<file path="src/rtl/nibble_chain_seq.sv">
// Sequences a multi-nibble operation through a 4-bit ALU, low nibble first, chaining carry.
// Latency: start sampled at edge t -> busy t+1..t+NIBBLES, done pulse at t+NIBBLES+1.
// Backpressure: none; start is only honoured in IDLE and is never queued.
module nibble_chain_seq #(
  parameter int NIBBLES = 4
) (
  input  logic                 clk,
  input  logic                 reset,
  input  logic                 start,
  input  logic [2:0]           op,
  input  logic                 bank,
  input  logic                 cin,
  input  logic [4*NIBBLES-1:0] a_word,
  input  logic [4*NIBBLES-1:0] b_word,
  output logic [3:0]           alu_A,
  output logic [3:0]           alu_B,
  output logic [2:0]           alu_op,
  output logic                 alu_bank,
  output logic                 alu_cin,
  input  logic [3:0]           alu_result,
  input  logic [3:0]           alu_flags,
  output logic                 busy,
  output logic                 done,
  output logic [4*NIBBLES-1:0] result_word,
  output logic [3:0]           flags_out
);

  localparam int W  = 4 * NIBBLES;
  localparam int IW = (NIBBLES > 1) ? $clog2(NIBBLES) : 1;

  typedef enum logic [1:0] {
    IDLE = 2'd0,
    RUN  = 2'd1,
    DONE = 2'd2
  } state_t;

  state_t          state;
  state_t          state_nxt;

  logic [2:0]      op_q;
  logic            bank_q;
  logic [W-1:0]    a_q;
  logic [W-1:0]    b_q;
  logic [IW-1:0]   idx;
  logic            carry;
  logic            zacc;
  logic [W-1:0]    result_q;
  logic [3:0]      flags_q;

  logic            last;
  logic            chained;
  logic            bflags;

  // Arithmetic ops (op 0/1) chain carry in both banks; op 6 in bank 0 passes flags straight through.
  assign last    = (idx == IW'(NIBBLES - 1));
  assign chained = (op_q == 3'd0) || (op_q == 3'd1);
  assign bflags  = !bank_q && (op_q == 3'd6);

  assign alu_op      = op_q;
  assign alu_bank    = bank_q;
  assign result_word = result_q;
  assign flags_out   = flags_q;

  // State register.
  always_ff @(posedge clk) begin
    if (reset) begin
      state <= IDLE;
    end else begin
      state <= state_nxt;
    end
  end

  // Next-state and ALU drive: operands only presented while RUN, zero otherwise.
  always_comb begin
    state_nxt = state;
    busy      = 1'b0;
    done      = 1'b0;
    alu_A     = 4'd0;
    alu_B     = 4'd0;
    alu_cin   = 1'b0;
    case (state)
      IDLE: begin
        if (start) state_nxt = RUN;
      end
      RUN: begin
        busy    = 1'b1;
        alu_A   = a_q[{idx, 2'b00} +: 4];
        alu_B   = b_q[{idx, 2'b00} +: 4];
        alu_cin = chained ? carry : 1'b0;
        if (last) state_nxt = DONE;
      end
      DONE: begin
        done      = 1'b1;
        state_nxt = IDLE;
      end
      default: state_nxt = IDLE;
    endcase
  end

  // Operand latch, per-nibble result capture, carry chain and Z accumulation.
  always_ff @(posedge clk) begin
    if (reset) begin
      op_q     <= 3'd0;
      bank_q   <= 1'b0;
      a_q      <= '0;
      b_q      <= '0;
      idx      <= '0;
      carry    <= 1'b0;
      zacc     <= 1'b1;
      result_q <= '0;
      flags_q  <= 4'd0;
    end else begin
      case (state)
        IDLE: begin
          if (start) begin
            op_q   <= op;
            bank_q <= bank;
            a_q    <= a_word;
            b_q    <= b_word;
            idx    <= '0;
            carry  <= cin;
            zacc   <= 1'b1;
          end
        end
        RUN: begin
          result_q[{idx, 2'b00} +: 4] <= alu_result;
          carry <= alu_flags[0];
          zacc  <= zacc & alu_flags[2];
          if (last) begin
            idx <= '0;
            if (bflags) begin
              flags_q <= alu_flags;
            end else begin
              flags_q <= {alu_flags[3], zacc & alu_flags[2], alu_flags[1], alu_flags[0]};
            end
          end else begin
            idx <= idx + IW'(1);
          end
        end
        default: ;
      endcase
    end
  end

endmodule

</file>
<file path="config.mk">
export PLATFORM = sky130hd
export DESIGN_NAME = nibble_chain_seq
export DESIGN_NICKNAME = d
export VERILOG_FILES = /design/src/rtl/nibble_chain_seq.sv
export SDC_FILE = /design/constraint.sdc
export NUM_CORES = 1
export LEC_CHECK = 0
export CORE_MARGIN = 10
export CORE_UTILIZATION = 45
export DETAILED_ROUTE_END_ITERATION = 8
export HOLD_SLACK_MARGIN = 0.08
export PLACE_DENSITY_LB_ADDON = 0.2
export SYNTH_ARGS = -nofsm -noshare
export SYNTH_HDL_FRONTEND = slang
export SYNTH_SLANG_ARGS = --single-unit
</file>
<file path="constraint.sdc">
create_clock -name clk -period 5.85 [get_ports clk]
set_input_delay 1.755 -clock clk [delete_from_list [all_inputs] [get_ports clk]]
set_output_delay 1.755 -clock clk [all_outputs]
set_load 0.03 [all_outputs]
</file>
==> results.md <==
- The flow ran to the end, and the final reports show no timing, DRC or antenna violations.
- The class of the worst hold path is reg2reg.
- The first global-routing pass estimated 10800 um of wire.
- The library cells used most frequently in the layout, excluding fill and tap cells, are 81 x sky130_fd_sc_hd__clkdlybuf4s50_1, 62 x sky130_fd_sc_hd__dfxtp_1, 45 x sky130_fd_sc_hd__nor2_1.
- The initial antenna violation count is 0.
- The final worst-path setup slack is 1.44 ns.
- From left edge to right edge, the die measures 97.1 um.
- The mapped cell area is 0.00267 mm^2.
- The number of global-route vias before repair came to 2173.
- The clock-pin slew on the worst setup and hold paths is 0.07 ns.
- The worst ir drop on vdd is 174 uV.
- The gate count after technology mapping is 255.
- Relative to the synthesized area, the layout overhead comes to 40.1%.
- The endpoint of the worst register-to-register path is result_word[3]$_SDFFE_PP0P_.
- The pre-CTS setup slack is 1.80 ns.
- Wires add up to 6560 um.
- STA classifies the critical path endpoint as an output pin.
- The number of setup buffers added after CTS is 0.
- The detailed-route DRC error count is 0.
- The count of yosys warnings during synthesis is 0.
- The average wire length per cell after detail routing is 15.9 um.
- The detailed-route via count is 2098.
- The area of the core region is between 0.005 and 0.006 mm^2.
- The total overflow left after global routing is 0.
- The net count after synthesis is 309.
- The total count of hold-check failures in the final report is 0.
- The net count of the finished layout is approximately 390.
- Setup violations remaining at the end of the flow were counted as 0.
- At the later pin of the worst-skew pair, clock insertion delay measures 0.34 ns.
- The end of the critical path is alu_A[0].
- The worst register-to-register path begins at idx[0]$_SDFFE_PP0P_.
- The number of buffers added on ports is 82.
- The fraction of the yosys area taken by sequential cells is 0.464.
- For the worst flop-to-flop path, the logic depth is 4.
- Measured along the y axis, the die boundary spans 97.1 um.
- For the pin with the worst max-slew slack, the measured transition is 1.14 ns.
- Across all register-to-register paths, the minimum setup slack is ~3.4 ns.
- The overall global routing resource usage is 0.140.
- The fraction of final layout cells with drive strength greater than 1 is 0.104.
- The max capacitance violation total is 0.
- The number of slew-limit violations in the final report was 0.
- In this run the core area contains 28 standard-cell rows.
- The launching element of the worst setup path is idx[0]$_SDFFE_PP0P_.
- The antenna diode count is 0.
- The count of hold-fix buffers inserted at cts is 0.
- The H-tree depth is 3.
- The number of antenna-violating nets in the routed design is 0.
- The total clock sinks is a little over 60.
- The largest driver fanout on the critical path is 18.
- Counting I/O delays and the setup requirement, the final critical path takes 4.41 ns.
- Data on the critical path arrives at its endpoint at 2.65 ns.
- Entering global routing, the biggest net connects 64 pins.
- The maximum clock skew at final layout is 0.00672 ns.
- The cell sitting at the root of the clock tree is a sky130_fd_sc_hd__clkbuf_8.
- The congestion estimate from routability-driven global placement came to 0.789.
- The leading cell type in the layout, fill and taps excluded is sky130_fd_sc_hd__clkdlybuf4s50_1.
- Using the TritonRoute via totals, the vias-per-cell ratio works out to 5.09.
- Setup repair after global routing left no endpoint under its margin.
- The worst relative slew slack is 0.239.
- Summed over all cells, the static leakage comes to 1.45 nW.
- The full die area is 0.00942 mm^2.
- The share of the clock period used by the worst path is 0.754.
- The area of all placed cells without fillers is between 0.003 and 0.004 mm^2.
- The critical setup path kind is reg2out.
- The number of unique standard cell types used by synthesis is 36.
- The launching element type of the critical path is a register.
- The post-DP HPWL is 4590 um.
- For this design the top-level I/O count stands at 83.
- The average cell area after synthesis is 10.5 um^2.
- The detailed router finished its first iteration with 80 violations.
- Counting along the longest clock path gives a buffer depth of 2.
- The synthesized design contains 62 register bits.
- The number of clock buffers added by TritonCTS is 9.
- After detailed placement, the total cell area comes to 0.00351 mm^2.
- TritonCTS built the clock tree.
- Dividing total power by cell area gives a power density of around 280 mW/mm^2.
- The total negative setup slack is 0 ns.
- The initial cell density of the core is 0.457.
- The post-cts gate resize count is 0.
- Data on the critical path is required at its endpoint by 4.09 ns.
- The maximum achievable frequency is between 0.2 and 0.25 GHz.
- The first TritonRoute pass finished after 4 iterations.
-- worst min-delay path by stage --
stage                     depth (start not counted)                      start                   endpoint  slack, ns
after global placement                            2  flags_out[0]$_SDFFE_PP0P_  flags_out[0]$_SDFFE_PP0P_       0.45
after global routing                              2  flags_out[0]$_SDFFE_PP0P_  flags_out[0]$_SDFFE_PP0P_       0.48
after CTS                                         2  flags_out[1]$_SDFFE_PP0P_  flags_out[1]$_SDFFE_PP0P_       0.46
after floorplan                                   2          zacc$_SDFFE_PP1P_          zacc$_SDFFE_PP1P_       0.44
final                                             2  flags_out[0]$_SDFFE_PP0P_  flags_out[0]$_SDFFE_PP0P_       0.45
after detailed placement                          2  flags_out[1]$_SDFFE_PP0P_  flags_out[1]$_SDFFE_PP0P_       0.45
-- cell families after synthesis --
kind of cell             synth area share
AND/OR/NAND/NOR                     0.169
flip-flops                          0.464
multiplexers                        0.202
AO/OA/AOI/OAI                      0.0918
buffers and inverters              0.0440
adder cells (fa/ha/maj)            0.0281
-- cell type report --
cell class	count	area, um^2
clock buffer	13	169
fill	476	2110
clock inverter	3	65.1
timing repair buffer	83	823
inverter	9	33.8
sequential	62	1240
tap	75	93.8
multi-input combinational	167	1320
-- through the flow --
step	hold slack, ns	std cells	utilization	total power [mW]
4_1_cts	0.459	412	0.640	1.05
5_1_grt	0.478	412	0.640	1.08
6_report	0.454	412	0.640	1.03
3_3_place_gp	0.447	396	0.600	0.607
2_1_floorplan	0.436	255	-	0.550
3_5_place_dp	0.449	396	0.600	0.609
-- layer usage --
metal | track usage | wire [um]
met5 | 0 | 0
met4 | 0.0613 | 78
met3 | 0.0605 | 416
met2 | 0.231 | 3280
met1 | 0.153 | 2780
-- synthesized netlist by cell type (all sizes together) --
library cell  instances  area (um^2)
and3b                 1         8.76
buf                   9         53.8
nor2                 45          169
mux2i                36          360
mux4                  8          180
nor4bb                1         10.0
nor4b                 1         8.76
nand2b                6         45.0
o21bai                1         7.51
nor4                  4         43.8
dfxtp                62         1240
and2                  9         56.3
ha                    6         75.1
o32ai                 4         50.1
a22oi                 1         7.51
inv                   9         33.8
a21oi                10         50.1
nor3b                 5         37.5
nand3                 3         15.0
nand2                 7         26.3
o221a                 1         11.3
a22o                  8         70.1
o21ai                 1         5.00
a31o                  4         35.0
clkbuf                8         30.0
nor2b                 1         6.26
or4                   1         11.3
o2111ai               1         8.76
nand3b                2         15.0
-- power by group --
part / leakage [nW] / internal [mW] / total (mW) / switching, mW
logic: 0.819 / 0.0760 / 0.140 / 0.0645
clock network: 0.120 / 0.274 / 0.431 / 0.157
registers: 0.507 / 0.442 / 0.459 / 0.0162
total: 1.45 / 0.793 / 1.03 / 0.238
-- state kept, by name, summed over array words and instances, names as in the netlist, 2 cells and up --
name,flops
idx,2
state,2
flags_out,4
a_q,16
alu_op,3
b_q,16
result_word,16
-- critical path, stage by stage (launching register included) --
cell and delay, ns:
sky130_fd_sc_hd__dfxtp_1 0.94, sky130_fd_sc_hd__mux4_2 0.60, sky130_fd_sc_hd__and2_1 0.17, sky130_fd_sc_hd__clkdlybuf4s50_1 0.60
Note: power is estimated with default switching activity, not from simulation.
